`src/rtl/if_fetch_unit.sv`:
```
`default_nettype none
// if_fetch_unit: IF stage owning the fetch PC, the bus read handshake and the IF/ID register.
// Optional macro IF_FETCH_TIMEOUT_EN adds an ACCESS timeout that presents a bus-error slot.
module if_fetch_unit #(
  parameter logic [29:0] RESET_PC    = 30'h0,
  parameter int unsigned BUS_TIMEOUT = 16
) (
  input  logic        clk,
  input  logic        reset,
  input  logic        stall,
  input  logic        flush,
  input  logic [29:0] new_pc,
  input  logic        br_taken,
  input  logic [29:0] br_addr,
  output logic        bus_req_,
  input  logic        bus_grnt_,
  output logic [29:0] bus_addr,
  output logic        bus_as_,
  output logic        bus_rw,
  input  logic [31:0] bus_rd_data,
  input  logic        bus_rdy_,
  output logic [29:0] if_pc,
  output logic [31:0] if_insn,
  output logic        if_en,
  output logic        busy,
  output logic        if_bus_err
);

  localparam logic        READ = 1'b1;
  localparam logic [31:0] NOP  = 32'h0;

  typedef enum logic [1:0] {IDLE, REQ, ACCESS, HOLD} state_t;
  state_t state, state_next;

  logic [29:0] fetch_pc;
  logic [31:0] buffer;
  logic        discard;
  logic        first;

  logic        redirect;
  logic [29:0] redirect_pc;
  logic [29:0] pc_inc;
  logic        rdy;
  logic        deliver_bus;
  logic        deliver_buf;
  logic        to_hold;
  logic        timeout;
  logic        timeout_present;

  assign redirect    = flush | br_taken;
  assign redirect_pc = flush ? new_pc : br_addr;
  assign pc_inc      = fetch_pc + 30'd1;
  assign rdy         = (state == ACCESS) && !bus_rdy_;
  // A redirect in the completing cycle wins: the word belongs to the old path.
  assign deliver_bus = rdy && !discard && !redirect && !stall;
  assign to_hold     = rdy && !discard && !redirect && stall;
  assign deliver_buf = (state == HOLD) && !redirect && !stall;

`ifdef IF_FETCH_TIMEOUT_EN
  localparam int unsigned CW = (BUS_TIMEOUT < 2) ? 1 : $clog2(BUS_TIMEOUT);
  localparam logic [CW-1:0] CNT_MAX = CW'(BUS_TIMEOUT - 1);
  logic [CW-1:0] cnt;

  always_ff @(posedge clk or negedge reset) begin
    if (!reset)                cnt <= '0;
    else if (state != ACCESS)  cnt <= '0;
    else if (cnt != CNT_MAX)   cnt <= cnt + 1'b1;
  end

  // Under stall the counter saturates and the error slot waits for ID to accept it.
  assign timeout         = (state == ACCESS) && bus_rdy_ && (cnt == CNT_MAX) && (discard || redirect || !stall);
  assign timeout_present = timeout && !discard && !redirect;
`else
  assign timeout         = 1'b0;
  assign timeout_present = 1'b0;
`endif

  always_ff @(posedge clk or negedge reset) begin
    if (!reset) state <= IDLE;
    else        state <= state_next;
  end

  always_comb begin
    state_next = state;
    bus_req_   = 1'b1;
    bus_as_    = 1'b1;
    busy       = 1'b0;
    bus_rw     = READ;
    unique case (state)
      IDLE: if (!stall) state_next = REQ;
      REQ: begin
        bus_req_ = 1'b0;
        busy     = 1'b1;
        if (!bus_grnt_) state_next = ACCESS;
      end
      ACCESS: begin
        bus_req_ = 1'b0;
        busy     = 1'b1;
        bus_as_  = !first;
        if (!bus_rdy_)    state_next = to_hold ? HOLD : REQ;
        else if (timeout) state_next = IDLE;
      end
      HOLD: if (redirect || !stall) state_next = REQ;
      default: state_next = IDLE;
    endcase
  end

  always_ff @(posedge clk or negedge reset) begin
    if (!reset) begin
      fetch_pc   <= RESET_PC;
      bus_addr   <= 30'h0;
      first      <= 1'b0;
      discard    <= 1'b0;
      buffer     <= NOP;
      if_pc      <= RESET_PC;
      if_insn    <= NOP;
      if_en      <= 1'b0;
      if_bus_err <= 1'b0;
    end else begin
      first <= (state == REQ) && !bus_grnt_;
      if ((state == REQ) && !bus_grnt_) bus_addr <= fetch_pc;

      // discard marks an in-flight access whose data belongs to a dead path.
      if (state_next != ACCESS) discard <= 1'b0;
      else if (redirect)        discard <= 1'b1;

      if (to_hold) buffer <= bus_rd_data;

      if (redirect)                        fetch_pc <= redirect_pc;
      else if (deliver_bus || deliver_buf) fetch_pc <= pc_inc;

      if (flush) begin
        if_en      <= 1'b0;
        if_insn    <= NOP;
        if_bus_err <= 1'b0;
      end else if (br_taken) begin
        if_en <= 1'b0;
      end else if (deliver_bus || deliver_buf) begin
        if_insn    <= deliver_bus ? bus_rd_data : buffer;
        if_pc      <= pc_inc;
        if_en      <= 1'b1;
        if_bus_err <= 1'b0;
      end else if (timeout_present) begin
        if_insn    <= NOP;
        if_pc      <= pc_inc;
        if_en      <= 1'b1;
        if_bus_err <= 1'b1;
      end else if (!stall) begin
        if_en <= 1'b0;
      end
    end
  end

endmodule
`default_nettype wire

```
`config.mk`:
```
export PLATFORM = sky130hd
export DESIGN_NAME = if_fetch_unit
export DESIGN_NICKNAME = d
export VERILOG_FILES = /design/src/rtl/if_fetch_unit.sv
export SDC_FILE = /design/constraint.sdc
export NUM_CORES = 1
export LEC_CHECK = 0
export CORE_UTILIZATION = 35
export CTS_BUF_LIST = sky130_fd_sc_hd__clkbuf_2 sky130_fd_sc_hd__clkbuf_4 sky130_fd_sc_hd__clkbuf_8
export DETAILED_ROUTE_END_ITERATION = 10
export PLACE_DENSITY = 0.64
export REMOVE_ABC_BUFFERS = 1
export SKIP_LAST_GASP = 1
export SYNTH_ARGS = -nofsm -noshare
export SYNTH_HDL_FRONTEND = slang
export SYNTH_SLANG_ARGS = --single-unit
```
`constraint.sdc`:
```
create_clock -name clk -period 5.86 [get_ports clk]
set_clock_uncertainty 0.15 [all_clocks]
set_input_delay 0.586 -clock clk [delete_from_list [all_inputs] [get_ports clk]]
set_output_delay 0.586 -clock clk [all_outputs]
set_load 0.05 [all_outputs]
```
==> results.md, run 1 <==
* Status: completed
* TNS Setup at 0 ns
* Slew headroom at 0.280
* Worst-path cell chain: clkdlybuf4s50_1 > nor2_1 > buf_4 > nand4b_1 > buf_4 > mux2_2
* Core Rows at 53
* LEAKAGE at 0.00442 µW
* Final Cycle Share at 0.607
* Slew Limit Fails at 0
* Routed via count at just under 6000
* Starting Density at 0.361
* Nets at 976
* Io pins at 197
* Root buffer cell: clkbuf_8
* H-tree lvl count at 4
* Top post-synthesis cells by count: 159 x dfrtp_1, 71 x o21ai_0, 64 x nand2_1
* Worst path max stage delay at 0.80 ns
* Design area at 10100 µm²
* Port Buf Inserts at 194
* Arr. time, crit path at ~3.8 ns
* Diode count at 0
* Final core area utilization at 0.476
* Cell mode on critical path: buf_4
* Yosys Warn Count at 0
* Biggest area consumer among synthesized cells: dfrtp_1
* Max Cap Viol at 0
* CP max-delay cell: nand4b_1
* Antenna Nets Post-Route at 0
* Top post-synthesis cells by area: dfrtp_1 52%, mux2_2 8.5%, o21ai_0 4.6%
* Initial drt markers at 274
* Synth top area share at 0.517
* Hold Buf Count CTS at 0
* Sequential area share after synthesis at 0.517
* Worst ir drop on vdd at 236 µV
* RSZ-0062 raised after global routing: false
* Syn Area/Cell at roughly 11 µm²
* Distinct cells, synth at 52
* Met2 GRT Util at 0.284
* HPWL after DPL at 14.0 mm
* Pre-antenna DRT Iters at 4
* Pwr Total at 4240 µW
* Clock sinks at 159
* Num CTS Buffers at 17
* Number of global-route vias before repair at 5819
* All-layer global routing usage at 0.184
* Most frequent cell after synthesis: dfrtp_1
* First-pass GRT wire length at 31.7 mm
* Critical Path RT at just over 6 ns
* Die area at 22600 µm²
* Setup violators final at 0
* Fmax at roughly 280 MHz
* Routed len/inst at 17.4 µm
* Post_cts resized at 0
* Setup crit start kind: input port
* Layout cells sized above 1 at 0.141
* Met1 Track Usage GR at 0.256
* Seq cells post-synth at about 160
* Worst Max-Slew Pin Slew at 1.07 ns
* Hold Crit Class: in2async
* Largest net degree at the start of global routing at 107
* Clock latency on the worst-skew pair at between 0.4 and 0.5 ns
* Crit-path max FO at 18
* CTS tree: yes
* PD cells at 418 nW/µm²
* Area Growth Syn to Fin at 31.8%
* Gr ovfl total at 0
* GPL Wtd Cong at 0.762
* Ys flop type: dfrtp_1
* Final WL at about 20 mm
* Placed cell area at approximately 10000 µm²
* Clock Pin Slew Worst Setup and Hold Paths at 0.09 ns
* Number of flops mapped to enable cells by yosys at 0
* Type of destination of the critical path: register
* Cells after synthesis at 708
* Core footprint at 21300 µm²
* Via density at 5.14
* Clock buffer depth at 2
* DRC Markers at 0
* Crit path kind: in2reg
* Gr busiest metal: met2
* Tmin final at 3.55 ns
* Ys async rst share at 1.00
* Die W at ~150 µm
* Synth Cell Area at 7690 µm²
* Postcts setup bufs at 0
* Die Y at ~150 µm
* Met3 Use GR at 0.0439
* Initial antenna violation count at 0
* Endpoints failing hold at 0
-- routing by layer --
metal	part of all wire	vias to the layer above	wire [µm]
li1	-	2832	-
met1	0.48	2918	9650
met2	0.45	196	9190
met3	0.059	15	1190
met4	0.0097	0	197
met5	0	-	0
-- layout by cell type (no fill, tap or decap), types with 5 or more instances in the layout --
master and instances:
a31oi_1 6, a2bb2oi_1 7, clkdlybuf4s50_1 193, ha_1 6, clkbuf_8 18, nand3_1 42
o21ai_0 71, mux2_2 58, xor2_1 7, nor4_2 7, xnor2_1 34, o21ai_1 18
a21oi_1 19, a22oi_1 18, dfrtp_1 159, buf_4 6, and4_1 6, a22o_1 6
inv_1 15, nand2_1 63, clkinv_4 5, nor2_1 11, nor3_1 8, nand4_1 6
mux2i_1 35
-- final timing paths --
kind,slack (ns),cells after the start,to,from
worst max register to register,2.59,8,if_insn[2],state[0]
min in group clk,0.33,2,if_pc[6],if_pc[6]
worst min-delay path,0.06,1,if_insn[21],reset
worst max-delay path,2.31,6,buffer[29],br_taken
worst min register to register,0.33,2,if_pc[6],if_pc[6]
max in group asynchronous,4.07,2,bus_addr[6],reset
-- metrics by stage --
stage          hold slack [ns]  std cells  worst slack (ns)
6_report                0.0553       1159              2.31
5_1_grt                  0.144       1159              2.18
4_1_cts                  0.125       1159              2.34
3_5_place_dp             0.319       1127              1.83
3_3_place_gp             0.312       1127              2.02
2_1_floorplan            0.140        652              2.82
-- registers in the layout, summed over array words and instances, names as in the netlist --
name      cells
if_pc        30
fetch_pc     30
bus_addr     30
first         1
state         2
buffer       32
discard       1
if_insn      32
if_en         1
-- cells by family (layout without fill, tap and decap cells) --
family	count (synthesis)	after routing	synth area share
fa+ha+maj	6	6	0.00976
xor+xnor	41	41	0.0467
other cells	2	2	0.000977
simple gates	174	174	0.126
flops	159	159	0.517
buf+inv	72	248	0.0438
mux	93	93	0.131
compound gates	161	161	0.124
-- worst max-delay path: cells and delay by family --
| family | cells | cell delay [ns] |
|---|---|---|
| buf+inv | 3 | 1.49 |
| mux | 1 | 0.30 |
| simple gates | 2 | 1.35 |
-- final cells by class --
| cell class | count | area [µm²] |
|---|---|---|
| inverters | 16 | 60.1 |
| multi-input cells | 477 | 3380 |
| clock inverters | 14 | 131 |
| flip-flops and latches | 159 | 3980 |
| repair buffers | 200 | 1990 |
| clock buffers | 18 | 248 |
| well taps | 275 | 344 |
| fillers | 1993 | 11200 |
-- where the power goes --
| group | internal [µW] | switching, µW | total (µW) |
|---|---|---|---|
| logic | 687 | 1150 | 1840 |
| registers | 1410 | 203 | 1610 |
| clock network | 353 | 442 | 795 |
Note: power is estimated with default switching activity, not from simulation.
==> inputs of run 2 (changes only) <==
--- a/config.mk
+++ b/config.mk
@@ -8,7 +8,7 @@
 export CORE_UTILIZATION = 35
 export CTS_BUF_LIST = sky130_fd_sc_hd__clkbuf_2 sky130_fd_sc_hd__clkbuf_4 sky130_fd_sc_hd__clkbuf_8
 export DETAILED_ROUTE_END_ITERATION = 10
-export PLACE_DENSITY = 0.64
+export PLACE_DENSITY = 0.67
 export REMOVE_ABC_BUFFERS = 1
 export SKIP_LAST_GASP = 1
 export SYNTH_ARGS = -nofsm -noshare
==> constraint.sdc (replaced) <==
create_clock -name clk -period 3.15 [get_ports clk]
set_clock_uncertainty 0.15 [all_clocks]
set_input_delay 0.315 -clock clk [delete_from_list [all_inputs] [get_ports clk]]
set_output_delay 0.315 -clock clk [all_outputs]
set_load 0.05 [all_outputs]
==> run 2 against run 1 <==
  * Critical path type is now reg2out
  * Global-route usage is 0.20 points higher
  * Via count is 0.29% higher
  * Combinational power is 88% higher
  * Clock power is 90% higher
  * Clock-buffer cell count is 2 higher
  * Core utilization is 0.72 points higher
  * Register-to-register slack worse by 2.0 ns
  * Highest routed layer unchanged
  * Routed wire length is 0.32% higher
  * Critical path depth is 2 lower
==> results.md, run 2 (synthesis gave the netlist of run 1 again) <==
* Root buffer cell: clkbuf_8
* CTS tree: yes
* Die W at 150 µm (unchanged)
* FF-to-FF path depth at 7 (-1)
* H-tree lvl count at 4 (unchanged)
* Commonest non-fill, non-tap cells in the layout: 193 x clkdlybuf4s50_1, 159 x dfrtp_1, 71 x o21ai_0, 64 x nand2_1, 58 x mux2_2
* TNS Setup at 0 ns (unchanged)
* Post_cts resized at 0 (unchanged)
* Diode count at 0 (unchanged)
* Status: completed
* Setup violators final at 0 (unchanged)
* Type of destination of the critical path: output port
* R2r startpoint: state[0]
* Crit path kind: reg2out
* Die area at 22600 µm² (unchanged)
* Area Growth Syn to Fin at 33.8%
* Worst-path cell chain: inv_1 > ha_1 > inv_1 > clkdlybuf4s50_1
* Largest net degree at the start of global routing at 70 (-35%)
* Crit-path max FO at 7 (-11)
* Tmin final at around 2.6 ns
* Antenna Nets Post-Route at 0 (unchanged)
* Routed via count at 5978 (+0.29%)
* WP buf/inv at 3 (unchanged)
* Cell mode on critical path: inv_1
* Max Cap Viol at 0 (unchanged)
* PD cells at 773 nW/µm² (+85%)
* Routed len/inst at 17.3 µm (-0.71%)
* CP max-delay cell: clkdlybuf4s50_1
* Die Y at 150 µm (unchanged)
* Commonest non-fill, non-tap cell in the layout: clkdlybuf4s50_1
* Core Rows at 53 (unchanged)
* All-layer global routing usage at 0.186 (+0.00203)
* Critical Path RT at 2.68 ns (-3.38 ns)
* Clock sinks at 159 (unchanged)
* Arr. time, crit path at 2.13 ns (-1.62 ns)
* RSZ-0062 raised after global routing: false
* Total placed cells including tap cells at 1140 (+1.2%)
* Final Cycle Share at 0.823
* Pre-antenna DRT Iters at 5 (+1)
* Hold Crit Class: in2async
* Gr ovfl total at 0 (unchanged)
* Worst Max-Slew Pin Slew at 0.656 ns (-0.419 ns)
* Postcts setup bufs at 0 (unchanged)
* Num CTS Buffers at 17 (unchanged)
* Initial drt markers at 287 (+4.7%)
* Final std cells w/o fill at 1171 (+1.0%)
* Setup crit start kind: register
* Via density at 5.11 (-0.74%)
* Io pins at 197 (unchanged)
* Clock Pin Slew Worst Setup and Hold Paths at 0.09 ns (about the same)
* Port Buf Inserts at 194 (unchanged)
* Slew Limit Fails at 0 (unchanged)
* Layout cells sized above 1 at 0.151 (+0.00927)
* Hold slack at 0.294 ns (+0.238 ns)
* GPL Wtd Cong at 0.825 (+8.2%)
* Clock buffer depth at 2 (unchanged)
* R2R setup slack at 0.57 ns (-2.02 ns)
* Top flop regs: buffer: 32 flops, if_insn: 32 flops
* Core footprint at 21300 µm² (unchanged)
* Critical R2R Capture: fetch_pc[9]
* Kind of cell adding the most delay to the critical path: buffers and inverters
* HPWL after DPL at 14.3 mm (+2.4%)
* Worst path max stage delay at 0.79 ns (about the same)
* LEAKAGE at 0.00450 µW (+1.7%)
* Slew headroom at 0.563 (+0.282)
* Final WL at 20.3 mm (+0.32%)
* Clock latency on the worst-skew pair at 0.44 ns (-0.02 ns)
* Endpoints failing hold at 0 (unchanged)
* Nets at 990 (+1.4%)
* Number of global-route vias before repair at 5953 (+2.3%)
* Starting Density at 0.361 (unchanged)
* Worst ir drop on vdd at 447 µV (+89%)
* Fmax at 386 MHz
* First-pass GRT wire length at 32.2 mm (+1.5%)
* DRC Markers at 0 (unchanged)
* Initial antenna violation count at 0 (unchanged)
## run 2: cell type report
cell class	count	area, µm²
Clock buffer	20	275
Tap cell	275	344
Clock inverter	10	114
Multi-Input combinational cell	477	3380
Timing Repair Buffer	214	2130
Inverter	16	60.1
Fill cell	1947	11000
Sequential cell	159	3980
## run 2: layer usage
metal,global-route usage,part of all wire
met5,0,0
met4,0.0495,0.013
met3,0.0503,0.079
met2,0.296,0.45
met1,0.250,0.46
## run 2: how the worst max path moves through the flow
stage | end | cells past startpoint | startpoint
floorplan | if_pc[1] | 6 | state[0]
global placement | fetch_pc[27] | 7 | bus_rdy_
detailed placement | fetch_pc[29] | 7 | bus_rdy_
CTS | bus_req_ | 4 | state[1]
global route | fetch_pc[9] | 7 | state[0]
finish | bus_req_ | 4 | state[1]
## run 2: what timing repair did
action / in CTS / in global routing
endpoints found under the setup margin: 0 / 0
endpoints found under the hold margin: 67 / 0
hold buffers: 1 / 0
## run 2: power breakdown
part / internal [µW] / switching (µW) / leakage, µW
combinational: 1310 / 2140 / 0.00223
sequential: 2620 / 373 / 0.00208
clock: 755 / 756 / 0.000189
total: 4680 / 3270 / 0.00450
## run 2: worst reg2reg max path: stages, from the launching register on
cell,delay [ns]
dfrtp_1,0.42
inv_1,0.11
ha_1,0.22
or3b_4,0.43
a21o_1,0.33
nand2_1,0.46
o21ai_0,0.19
a2bb2oi_1,0.20
## run 2: stage by stage
| step | area [µm²] | total power, µW | util | setup WS [ns] |
|---|---|---|---|---|
| final | 10300 | 7960 | 0.483 | 0.558 |
| after global routing | 10300 | 8360 | 0.483 | 0.432 |
| after CTS | 10300 | 8040 | 0.483 | 0.518 |
| after floorplan | 7410 | 5180 | - | 0.107 |
| after global placement | 9890 | 6460 | 0.465 | 0.527 |
| after detailed placement | 9890 | 6500 | 0.465 | 0.532 |
